**src/rtl/lcd_seq_pkg.sv**
```systemverilog
// lcd_seq_pkg: shared state encoding, init tables and delay helpers for the LCD nibble sequencer
package lcd_seq_pkg;
  typedef enum logic [2:0] {PWRUP, SETUP, EHIGH, HOLD, WAIT, IDLE} state_t;
  localparam logic [3:0] INIT_NIBBLE [0:3] = '{4'h3, 4'h3, 4'h3, 4'h2};
  localparam int INIT_WAIT_US [0:3] = '{4100, 100, 100, 100};
  function automatic int us_to_cyc(input int us, input int mhz);
    return us * mhz;
  endfunction
  function automatic int clog2(input int v);
    int r;
    r = 0;
    while ((64'd1 << r) < 64'(v)) r = r + 1;
    return r;
  endfunction
endpackage

```
**src/rtl/lcd_nibble_sequencer_if.sv**
```systemverilog
// lcd_nibble_sequencer_if: postbox byte handshake between the receiver side and the LCD sequencer
interface lcd_nibble_sequencer_if;
  logic [7:0] in_data;
  logic in_valid;
  logic in_ready;
  modport master (output in_data, in_valid, input in_ready);
  modport slave (input in_data, in_valid, output in_ready);
endinterface

```
**src/rtl/lcd_delay_timer.sv**
```systemverilog
// lcd_delay_timer: loadable down-counter that saturates at zero and flags done while at zero
module lcd_delay_timer #(
  parameter int W = 18,
  parameter logic [W-1:0] RST_VAL = '0
) (
  input  logic refclk,
  input  logic reset,
  input  logic load,
  input  logic [W-1:0] value,
  output logic done
);
  logic [W-1:0] cnt;
  always_ff @(posedge refclk or posedge reset)
    if (reset) cnt <= RST_VAL;
    else if (load) cnt <= value;
    else if (cnt != '0) cnt <= cnt - W'(1);
  assign done = cnt == '0;
endmodule

```
**src/rtl/lcd_nibble_sequencer.sv**
```systemverilog
// lcd_nibble_sequencer: HD44780 4-bit init plus per-byte nibble write with setup/E/hold/busy timing
module lcd_nibble_sequencer
  import lcd_seq_pkg::*;
#(
  parameter int CLK_MHZ = 12,
  parameter int SETUP_CYC = 2,
  parameter int E_CYC = 6,
  parameter int HOLD_CYC = 2,
  parameter int POWERUP_US = 15000,
  parameter int WAIT_CMD_US = 5000,
  parameter int WAIT_DATA_US = 50
) (
  input  logic refclk,
  input  logic reset,
  lcd_nibble_sequencer_if.slave pb,
  output logic [3:0] lcd_dq,
  output logic lcd_rs,
  output logic lcd_e,
  output logic init_done
);
  localparam int TW = clog2(us_to_cyc(POWERUP_US, CLK_MHZ) + 1);
  localparam logic [TW-1:0] PWR_LD = TW'(us_to_cyc(POWERUP_US, CLK_MHZ) - 1);
  localparam logic [TW-1:0] SETUP_LD = TW'(SETUP_CYC - 1);
  localparam logic [TW-1:0] E_LD = TW'(E_CYC - 1);
  localparam logic [TW-1:0] HOLD_LD = TW'(HOLD_CYC - 1);
  localparam logic [TW-1:0] CMD_LD = TW'(us_to_cyc(WAIT_CMD_US, CLK_MHZ) - 1);
  localparam logic [TW-1:0] DATA_LD = TW'(us_to_cyc(WAIT_DATA_US, CLK_MHZ) - 1);
  state_t state, state_n;
  logic [1:0] idx, idx_n;
  logic [3:0] dq_n;
  logic rs_n, done_n, ld, t_done;
  logic [TW-1:0] ld_val, wait_ld;
  logic unused_bits;
  assign unused_bits = ^pb.in_data[2:1];
  assign wait_ld = init_done ? (lcd_rs ? DATA_LD : CMD_LD)
                             : TW'(us_to_cyc(INIT_WAIT_US[idx], CLK_MHZ) - 1);
  lcd_delay_timer #(.W(TW), .RST_VAL(PWR_LD)) u_timer (
    .refclk(refclk),
    .reset(reset),
    .load(ld),
    .value(ld_val),
    .done(t_done)
  );
  always_comb begin
    state_n = state;
    dq_n = lcd_dq;
    rs_n = lcd_rs;
    idx_n = idx;
    done_n = init_done;
    ld = 1'b0;
    ld_val = '0;
    case (state)
      PWRUP: if (t_done) begin
        state_n = SETUP;
        dq_n = INIT_NIBBLE[0];
        rs_n = 1'b0;
        idx_n = '0;
        ld = 1'b1;
        ld_val = SETUP_LD;
      end
      SETUP: if (t_done) begin
        state_n = EHIGH;
        ld = 1'b1;
        ld_val = E_LD;
      end
      EHIGH: if (t_done) begin
        state_n = HOLD;
        ld = 1'b1;
        ld_val = HOLD_LD;
      end
      HOLD: if (t_done) begin
        state_n = WAIT;
        ld = 1'b1;
        ld_val = wait_ld;
      end
      WAIT: if (t_done) begin
        if (init_done || idx == 2'd3) begin
          state_n = IDLE;
          done_n = 1'b1;
        end else begin
          state_n = SETUP;
          idx_n = idx + 2'd1;
          dq_n = INIT_NIBBLE[idx + 2'd1];
          ld = 1'b1;
          ld_val = SETUP_LD;
        end
      end
      IDLE: if (pb.in_valid) begin
        // a non-LCD byte parks in WAIT for one cycle so in_ready blinks low once
        ld = 1'b1;
        state_n = pb.in_data[0] ? WAIT : SETUP;
        ld_val = pb.in_data[0] ? '0 : SETUP_LD;
        dq_n = pb.in_data[0] ? lcd_dq : pb.in_data[7:4];
        rs_n = pb.in_data[0] ? lcd_rs : pb.in_data[3];
      end
      default: state_n = PWRUP;
    endcase
  end
  always_ff @(posedge refclk or posedge reset)
    if (reset) begin
      state <= PWRUP;
      idx <= '0;
      lcd_dq <= '0;
      lcd_rs <= 1'b0;
      lcd_e <= 1'b0;
      pb.in_ready <= 1'b0;
      init_done <= 1'b0;
    end else begin
      state <= state_n;
      idx <= idx_n;
      lcd_dq <= dq_n;
      lcd_rs <= rs_n;
      lcd_e <= state_n == EHIGH;
      pb.in_ready <= state_n == IDLE;
      init_done <= done_n;
    end
endmodule

```
**src/flat_wrapper.sv**
```systemverilog
// flat-port wrapper written by rule: the top's interface ports become plain ports
module lcd_nibble_sequencer_flat import lcd_seq_pkg::*;
#(
  parameter int CLK_MHZ = 12,
  parameter int SETUP_CYC = 2,
  parameter int E_CYC = 6,
  parameter int HOLD_CYC = 2,
  parameter int POWERUP_US = 15000,
  parameter int WAIT_CMD_US = 5000,
  parameter int WAIT_DATA_US = 50
)
  (refclk, reset, lcd_dq, lcd_rs, lcd_e, init_done, pb_in_data, pb_in_valid, pb_in_ready);
  lcd_nibble_sequencer_if pb_i ();
  input  logic refclk;
  input  logic reset;
  output logic [3:0] lcd_dq;
  output logic lcd_rs;
  output logic lcd_e;
  output logic init_done;
  input wire logic [$bits(pb_i.in_data)-1:0] pb_in_data;
  input wire logic [$bits(pb_i.in_valid)-1:0] pb_in_valid;
  output wire logic [$bits(pb_i.in_ready)-1:0] pb_in_ready;
  assign pb_i.in_data = pb_in_data;
  assign pb_i.in_valid = pb_in_valid;
  assign pb_in_ready = pb_i.in_ready;
  lcd_nibble_sequencer #(.CLK_MHZ(CLK_MHZ), .SETUP_CYC(SETUP_CYC), .E_CYC(E_CYC), .HOLD_CYC(HOLD_CYC), .POWERUP_US(POWERUP_US), .WAIT_CMD_US(WAIT_CMD_US), .WAIT_DATA_US(WAIT_DATA_US)) u_core (.refclk(refclk), .reset(reset), .pb(pb_i), .lcd_dq(lcd_dq), .lcd_rs(lcd_rs), .lcd_e(lcd_e), .init_done(init_done));
endmodule
```
**config.mk**
```make
export PLATFORM = sky130hd
export DESIGN_NAME = lcd_nibble_sequencer_flat
export DESIGN_NICKNAME = d
export VERILOG_FILES = /design/src/rtl/lcd_seq_pkg.sv /design/src/rtl/lcd_nibble_sequencer_if.sv /design/src/rtl/lcd_delay_timer.sv /design/src/rtl/lcd_nibble_sequencer.sv /design/src/flat_wrapper.sv
export SDC_FILE = /design/constraint.sdc
export NUM_CORES = 1
export LEC_CHECK = 0
export ABC_AREA = 0
export BUFFER_PORTS_ARGS = -buffer_cell sky130_fd_sc_hd__buf_2
export CORE_MARGIN = 2
export CORE_UTILIZATION = 56
export CTS_BUF_LIST = sky130_fd_sc_hd__clkbuf_2
export CTS_CLUSTER_SIZE = 30
export DETAILED_ROUTE_END_ITERATION = 6
export PLACE_DENSITY_LB_ADDON = 0.05
export SYNTH_ARGS = -nofsm -noshare
export SYNTH_HDL_FRONTEND = slang
export SYNTH_HIERARCHICAL = 1
export SYNTH_SLANG_ARGS = --single-unit
```
**constraint.sdc**
```tcl
create_clock -name refclk -period 3.3 [get_ports refclk]
set_input_delay 0.33 -clock refclk [delete_from_list [all_inputs] [get_ports refclk]]
set_output_delay 0.33 -clock refclk [all_outputs]
set_load 0.05 [all_outputs]
```
# Yosys cells after proc, flatten, opt, wreduce, memory -nomap -nowiden
# Index checks and enable logic that the tools add are counted.
# W data, S select, Z words.
totals:
  regBits: 31
  wordCells: 89
classes:
  n_addsub: 3
  mul: 1
  magnitude_cmp: 2
  n_eq_ne: 13
  mux: 46
  n_bitwise: 2
  reduce_logical: 14
ops:
  columns: ["cell", "count"]
  rows:
  - ["$mux W18", 6]
  - ["$pmux W18 S5", 1]
  - ["$bmux W32 S2", 1]
  - ["$mux W32", 2]
  - ["$mul A32 B3 Y16 const B", 1]
  - ["$mux W4", 7]
  - ["$mux W3", 9]
  - ["$logic_not A18 Y1", 1]
  - ["$pmux W3 S6", 1]
  - ["$reduce_bool A18 Y1", 1]
  - ["$sub A18 B1 Y18 const B", 1]
  - ["$sub A18 B2 Y18 const B", 1]
  - ["$mux W16", 1]
  - ["$pmux W4 S3", 1]
  - ["$mux W1", 10]
  - ["$eq A3 B2 Y1 const B", 3]
  - ["$eq A3 B3 Y1 const B", 3]
  - ["$bmux W4 S2", 1]
  - ["$reduce_and A4 Y1", 2]
  - ["$ge A3 B3 Y1 const B", 2]
  - ["$mux W2", 3]
  - ["$ne A2 B2 Y1 const B", 3]
  - ["$not A2 Y3", 2]
  - ["$reduce_and A6 Y1", 1]
  - ["other kinds (14)", 17]

# Longest topological paths before layout
# Gate-level depths: netlist (run 1).
logic_depth:
  word_depth: 10
  mapped_depth: 13

# Hierarchy
# The synthesis (run 1) kept the hierarchy.
modules_own_cells:
  columns: ["module", "n_inst", "cells_each", "area_each_um2", "seq_area_each_um2"]
  rows:
  - ["lcd_delay_timer", 1, 115, 1176.1, 466.7]
  - ["lcd_nibble_sequencer", 1, 87, 819.5, 325.3]

# Worst setup path before layout (run 1)
# No wires, ideal clock.
synth_timing:
  kind: "reg-to-reg"
  startpoint: "register u_core.u_timer.cnt[13]"
  endpoint: "register u_core.u_timer.cnt[6]"
  setup_time_ps: 84
  arrival_time_ps: 2858
  required_time_ps: 3216
  setup_slack_ps: 358
  stages_incl_launch_ff: 12
  n_path_buf: 3
  period_less_slack_ps: 2942
  path_cell_list: "dfstp_2 -> or4_4 -> or3_4 -> nor2_4 -> buf_2 -> nor4b_1 -> a31oi_1 -> o21bai_1 -> clkbuf_1 -> clkbuf_1 -> nand2_1 -> a21boi_0"
synth_between:
  elab_chain_cells: 4
synth_rtl:
  columns: ["element", "line_no", "source"]
  rows:
  - ["start: declaration", "lcd_delay_timer.sv:12", "logic [W-1:0] cnt;"]
  - ["start signal: assignment", "lcd_delay_timer.sv:15", "else if (load) cnt <= value;"]
  - ["start signal: assignment", "lcd_delay_timer.sv:16", "else if (cnt != '0) cnt <= cnt - W'(1);"]
  - ["$logic_not A18 Y1 *", "lcd_delay_timer.sv:17", "assign done = cnt == '0;"]
  - ["named net u_core.t_done", "lcd_nibble_sequencer.sv:31", "logic rs_n, done_n, ld, t_done;"]
  - ["$mux W1 (on tied branches)", null, null]
  - ["$pmux W1 S3 *", "lcd_nibble_sequencer.sv:52", "case (state)"]
  - ["named net u_core.ld", "lcd_nibble_sequencer.sv:31", null]
  - ["$mux W18 or $reduce_bool A2 Y1 (tied branches)", null, null]
# The timed path passes the listed nets; every way through them passes the cells marked *.
# A chain may end at the register's enable or synchronous reset.

# Worst setup path after layout (run 1)
layout_timing:
  startpoint: "register u_core.u_timer.cnt[0]"
  endpoint: "register u_core.u_timer.cnt[15]"
layout_between:
  elab_chain_cells: 4
layout_rtl:
  columns: ["element", "line_no", "source"]
  rows:
  - ["$logic_not A18 Y1 *", "lcd_delay_timer.sv:17", null]
  - ["named net u_core.t_done", "lcd_nibble_sequencer.sv:31", null]
  - ["$mux W18 (tied with other cells)", "lcd_nibble_sequencer.sv:71", "HOLD: if (t_done) begin"]
  - ["$pmux W18 S5 or $pmux W1 S3 (tied branches)", "lcd_nibble_sequencer.sv:52", null]
  - ["$mux W18 or $reduce_bool A2 Y1 (tied branches)", null, null]
# The timed path passes the listed nets; every way through them passes the cells marked *. The select of a mux whose other input is x is not followed.

==> results of run 1 <==
-- registers in the layout, indices dropped and copies added (netlist names) --
signal,count
u_core/pb.in_ready,1
u_core/lcd_e,1
u_core/state,3
u_core/lcd_dq,4
u_core/lcd_rs,1
u_core/idx,2
u_core/u_timer/cnt,18
u_core/init_done,1
-- final timing paths --
path	start	end	slack, ps
worst max-delay path	u_core/u_timer/cnt[0]	u_core/u_timer/cnt[15]	340
worst min-delay path	pb_in_data[3]	u_core/lcd_rs	170
worst max register to register	u_core/u_timer/cnt[0]	u_core/u_timer/cnt[15]	340
worst min register to register	u_core/lcd_dq[0]	u_core/lcd_dq[0]	510
max in group asynchronous	reset	u_core/u_timer/cnt[6]	2300
min in group asynchronous	reset	u_core/lcd_dq[1]	520
-- stage by stage --
step	setup slack, ps	cells	area (um^2)	total power [W]
after floorplan	357.8	205	2007	0.0003961
after global routing	83.07	270	2180	0.0006038
after detailed placement	381.5	261	2132	0.0004037
after global placement	484.3	261	2132	0.0004034
final	340.1	270	2180	0.0005742
after CTS	346.2	270	2180	0.0005850
-- cell type report --
class	count	area (um^2)	area share
clock buffers	6	30.03	0.01378
clock inverters	2	7.507	0.003444
inverters	11	41.29	0.01894
multi-input cells	153	1131	0.5189
flip-flops and latches	31	792.0	0.3634
well taps	46	57.56	0.02641
repair buffers	21	120.1	0.05511
-- power groups by stage --
stage	Clock (W)	Sequential [W]	Combinational, W
after global placement	0	0.000387	0.0000161
after CTS	0.000187	0.000381	0.0000174
after floorplan	0	0.000387	0.00000882
after global routing	0.000203	0.000381	0.0000195
final	0.000177	0.000381	0.0000167
after detailed placement	0	0.000387	0.0000165
-- logic make-up (layout without fill, tap and decap cells) --
logic type,Yosys count,in the layout,synth area share
AO/OA/AOI/OAI,52,52,0.2082
multiplexers,6,6,0.03260
other,1,4,0.001879
AND/OR/NAND/NOR,77,77,0.2458
XOR/XNOR,9,9,0.03950
buffers and inverters,21,40,0.04389
flip-flops,31,31,0.3969
adder cells (fa/ha/maj),5,5,0.03135
-- layout by cell type, fill, tap and decap left out, types with 7 or more instances in the layout --
| master | count |
|---|---|
| sky130_fd_sc_hd__inv_1 | 10 |
| sky130_fd_sc_hd__nor3_1 | 8 |
| sky130_fd_sc_hd__nor2_1 | 14 |
| sky130_fd_sc_hd__o21ai_0 | 7 |
| sky130_fd_sc_hd__nand2b_1 | 9 |
| sky130_fd_sc_hd__dfrtp_1 | 18 |
| sky130_fd_sc_hd__buf_2 | 16 |
| sky130_fd_sc_hd__o31ai_1 | 8 |
| sky130_fd_sc_hd__dfstp_2 | 13 |
| sky130_fd_sc_hd__xnor2_1 | 7 |
| sky130_fd_sc_hd__nand2_1 | 15 |
-- layer usage --
layer / up-vias / routed length, um / GRT usage
met5: - / 0 / 0
met4: 0 / 48 / 0.07065
li1: 778 / - / -
met1: 788 / 1810 / 0.2697
met2: 34 / 2251 / 0.3987
met3: 6 / 154 / 0.06250
==> out/results.tsv, run 1 <==
metric	value	unit
detail-routed net length per standard cell	15.80	um
Synth area leader	sky130_fd_sc_hd__dfrtp_1	
number of vias per cell after detailed routing	5.948	
post-route setup TNS	0	ps
Initial Utilization	0.5888	
critical path data required time	3580	ps
final hold violation count	0	
critical path launch point type	flop	
Hold Path Stages	2	
post-DP HPWL	3195	um
Die Ht	63.70	um
master cell of the clock root buffer	sky130_fd_sc_hd__clkbuf_2	
library cells used by synthesis	59	
min cycle time layout	2960	ps
data arrival time of the critical path	3240	ps
total setup buffers inserted after CTS	0	
part of the cycle the worst path needs	0.8969	
chain of cells forming the critical path	inv_1 > ha_1 > nor2b_1 > nand4b_2 > nor2_4 > buf_4 > and2b_4 > nand3_1 > nor2_1 > nand2b_1 > o31ai_1 > a31oi_1	
critical path's largest stage delay	430	ps
Critical Path End Type	flop	
Remaining Overflow, GRT	0	
largest net degree at the start of global routing	19	
register bit count reported by yosys	31	
first-pass GRT wire length	7238	um
Sw Pwr	0.0001362	W
post-synthesis average cell area	9.880	um^2
final design utilization	0.6430	
Fill cells	289	
number of hold-repair buffers added at the cts stage	1	
final number of max-transition violations	0	
switching share of total power	0.2372	
MaxCap Viol Count	0	
post-synthesis instance area	0.001996	mm^2
Horiz. Die Dim	63.70	um
RD Place Congestion	0.8091	
async set-reset flop share out of synthesis	1.000	
Top Family by Delay on Critical Path	simple AND/OR/NAND/NOR gates	
total core area	0.003390	mm^2
final setup fails	0	
Max Buffers Root-to-Sink	2	
CP max stage cell	sky130_fd_sc_hd__dfstp_2	
Max rail drop VDD	0.1939	mV
fin nets	239	
post-route DRC violation count	0	
main flop type after synthesis	sky130_fd_sc_hd__dfrtp_1	
leakage power total	0.9200	nW
Bufs and invs on worst path	2	
Critical Setup Path Class	flop to flop	
f_max	337.9	MHz
minimum hold slack	168.0	ps
worst min-delay path class	input port to flop	
first drt pass iteration count	4	
transition time of the tightest slew-check pin	660.8	ps
total I/O pin count	19	
top cells by count, synth	18 x sky130_fd_sc_hd__dfrtp_1, 15 x sky130_fd_sc_hd__nand2_1, 14 x sky130_fd_sc_hd__nor2_1, 13 x sky130_fd_sc_hd__dfstp_2, 10 x sky130_fd_sc_hd__inv_1	
All-Layer GR Usage	0.2277	
worst clock skew	11.36	ps
share of synthesized area occupied by flip-flops and latches	0.3969	
combinational power share	0.029	
H-tree level count	2	
Inserted Diodes	0	
synthesized instance count	202	
proportion of power drawn by the clock network	0.308	
clock latency on the worst-skew pair	360	ps
sequential share of power	0.663	
Initial DRC Count	118	
wire length after detailed routing	4265	um
layout cell share with drive strength beyond 1	0.2455	
count of flip-flops with a built-in enable after synthesis	0	
ranking of synthesized cells by area	sky130_fd_sc_hd__dfrtp_1 23%, sky130_fd_sc_hd__dfstp_2 17%, sky130_fd_sc_hd__nor4_4 3.2%, sky130_fd_sc_hd__ha_1 3.1%, sky130_fd_sc_hd__xnor2_1 3.1%	
number of antenna violations at the first check in global routing	0	
CTS Sinks	31	
Inserted Clock Buffers	5	
Pint	0.0004380	W
Synth-to-Final Area Change	9.216	%
vias in the first global route	1594	
number of I/O port buffers	16	
row cnt	21	
Crit Path Max Fanout	14	
Power per Cell Area	263.5	mW/mm^2
number of resized instances in the post-cts repair step	0	
number of gates on the worst path with buffers counted	12	
Syn. warnings	6	
remaining number of nets flagged by the antenna check after routing	0	
Worst Reg-to-Reg Cells	12	
most used standard cell by instance count after synthesis	sky130_fd_sc_hd__dfrtp_1	
clock tree from TritonCTS	yes	
RSZ-0062 raised after global routing	no	
status	finished clean	
Die Footprint	0.004057	mm^2
fraction of synthesized cell area taken by the top area cell type	0.2257	
overall via count from detail_route	1606	
Reg clk slew, reported paths	150	ps
Relative slew margins	0.5590	
No activity file was read; power rests on OpenSTA's default activity.
==> inputs of run 2 (changes only) <==
==> constraint.sdc (replaced) <==
create_clock -name refclk -period 3.3 [get_ports refclk]
set_input_delay 0.825 -clock refclk [delete_from_list [all_inputs] [get_ports refclk]]
set_output_delay 0.825 -clock refclk [all_outputs]
set_load 0.05 [all_outputs]
==> out/results.tsv, run 2 (synthesized netlist as in run 1, its figures left out) <==
metric	value	unit	change
Crit Path Max Fanout	9		-5
chain of cells forming the critical path	inv_1 > ha_1 > nor2b_1 > nand4b_2 > nor2_4 > nor4b_1 > a31oi_1 > o21bai_2 > clkinv_1 > nand3_1 > a21boi_0		
commonest cells after routing, fill and taps aside	18 x sky130_fd_sc_hd__dfrtp_1, 16 x sky130_fd_sc_hd__buf_2, 15 x sky130_fd_sc_hd__nand2_1		
Inserted Clock Buffers	5		unchanged
CP max stage cell	sky130_fd_sc_hd__dfstp_2		
most common library cell in the layout ignoring fill and taps	sky130_fd_sc_hd__dfrtp_1		
number of I/O port buffers	16		unchanged
Initial DRC Count	142		+20%
Power per Cell Area	332.3	mW/mm^2	+26%
number of vias per cell after detailed routing	5.855		-1.6%
post-route setup TNS	0	ps	unchanged
transition time of the tightest slew-check pin	672.7	ps	+11.92 ps
part of the cycle the worst path needs	0.9117		+0.01480
clock latency on the worst-skew pair	370	ps	about the same
MaxCap Viol Count	0		unchanged
first drt pass iteration count	4		unchanged
Max rail drop VDD	0.1753	mV	-9.6%
Worst Reg-to-Reg Cells	11		-1
overall via count from detail_route	1575		-1.9%
worst clock skew	15.34	ps	+3.987 ps
layout cell share with drive strength beyond 1	0.2556		+0.01007
critical path launch point type	flop		
Die Ht	63.70	um	unchanged
r2r endpoint	u_core/u_timer/cnt[6]		
Die Footprint	0.004057	mm^2	unchanged
data arrival time of the critical path	3280	ps	+40 ps
final setup fails	0		unchanged
RSZ-0062 raised after global routing	no		
final hold violation count	0		unchanged
largest net degree at the start of global routing	19		unchanged
remaining number of nets flagged by the antenna check after routing	0		unchanged
largest registers	u_core/u_timer/cnt x18, u_core/lcd_dq x4, u_core/state x3		
post-DP HPWL	3018	um	-5.5%
Initial Utilization	0.5888		unchanged
final design utilization	0.6556		+0.01255
Critical Path End Type	flop		
f_max	332.4	MHz	-1.6%
RD Place Congestion	0.8127		+0.44%
fin nets	238		-0.42%
Reg clk slew, reported paths	170	ps	+20 ps
final number of max-transition violations	0		unchanged
wire length after detailed routing	4106	um	-3.7%
reg-to-reg critical path startpoint	u_core/u_timer/cnt[0]		
Synth-to-Final Area Change	11.35	%	
largest register by flop count	u_core/u_timer/cnt		
status	finished clean		
post-route DRC violation count	0		unchanged
Horiz. Die Dim	63.70	um	unchanged
critical path's largest stage delay	430	ps	about the same
Remaining Overflow, GRT	0		unchanged
critical path data required time	3580	ps	about the same
row cnt	21		unchanged
CTS Sinks	31		unchanged
H-tree level count	2		unchanged
detail-routed net length per standard cell	15.26	um	-3.4%
post-placement setup slack	348.5	ps	-33.00 ps
min cycle time layout	3009	ps	+48.85 ps
Worst R2R Setup Slack	290	ps	-50 ps
leakage power total	0.9409	nW	+2.3%
Fill cells	273		-5.5%
max reg flops	18		unchanged
Inserted Diodes	0		unchanged
master cell of the clock root buffer	sky130_fd_sc_hd__clkbuf_2		
Max Buffers Root-to-Sink	2		unchanged
worst setup slack after layout	291.3	ps	-48.85 ps
total I/O pin count	19		unchanged
number of resized instances in the post-cts repair step	0		unchanged
total core area	0.003390	mm^2	unchanged
first-pass GRT wire length	6927	um	-4.3%
Relative slew margins	0.5511		-0.007957
clock tree from TritonCTS	yes		
total setup buffers inserted after CTS	0		unchanged
worst min-delay path class	input port to asynchronous set/reset pin		
number of antenna violations at the first check in global routing	0		unchanged
vias in the first global route	1577		-1.1%
number of hold-repair buffers added at the cts stage	0		-1
All-Layer GR Usage	0.2191		-0.008562
Critical Setup Path Class	flop to flop		
-- run 2: worst max path at each step --
stage,start,end,cells past startpoint,slack (ps)
final,u_core/u_timer/cnt[0],u_core/u_timer/cnt[6],11,290
after global routing,u_core/u_timer/cnt[0],u_core/u_timer/cnt[6],11,30
after CTS,u_core/u_timer/cnt[0],u_core/u_timer/cnt[6],11,280
after floorplan,u_core/u_timer/cnt[13],u_core/u_timer/cnt[6],11,360
after global placement,u_core/u_timer/cnt[0],u_core/u_timer/cnt[6],11,480
after detailed placement,u_core/u_timer/cnt[0],u_core/u_timer/cnt[6],11,350
-- run 2: power by group --
part	switching, W	total (W)	internal, W
registers	0	0.000381	0.000381
clock network	0.000133	0.000341	0.000208
logic	0.0000109	0.0000163	0.00000536
-- run 2: worst max-delay path, delay by kind of cell, from the launching register on --
family / cells / cell delay (ps)
AOI/OAI and AO/OA: 3 / 570
adders and majority gates: 1 / 260
buffers and inverters: 2 / 320
DFF: 1 / 430
and+or+nand+nor: 5 / 1340
-- run 2: layer usage --
metal | GRT usage | vias up | part of all wire
met3 | 0.04464 | 7 | 0.038
met2 | 0.3789 | 35 | 0.51
met4 | 0.09783 | 0 | 0.014
li1 | - | 776 | -
met1 | 0.2612 | 757 | 0.44
met5 | 0 | - | 0
-- run 2: layout make-up --
type | instances | area [um^2] | share of cell area
clock inverter | 2 | 60.06 | 0.02703
multi-input combinational | 153 | 1131 | 0.5090
clock buffer | 6 | 30.03 | 0.01351
tap | 46 | 57.56 | 0.02590
inverter | 11 | 41.29 | 0.01858
timing repair buffer | 20 | 110.1 | 0.04955
sequential | 31 | 792.0 | 0.3564
-- run 2: per-stage QoR --
step                instances  hold slack [ps]  cell area (um^2)   power, W
finish                    269            464.5              2222  0.0007385
global route              269            479.7              2222  0.0007677
CTS                       269            450.8              2222  0.0007496
detailed placement        261            487.1              2132  0.0004039
global placement          261            473.1              2132  0.0004034
floorplan                 205            481.9              2007  0.0003961
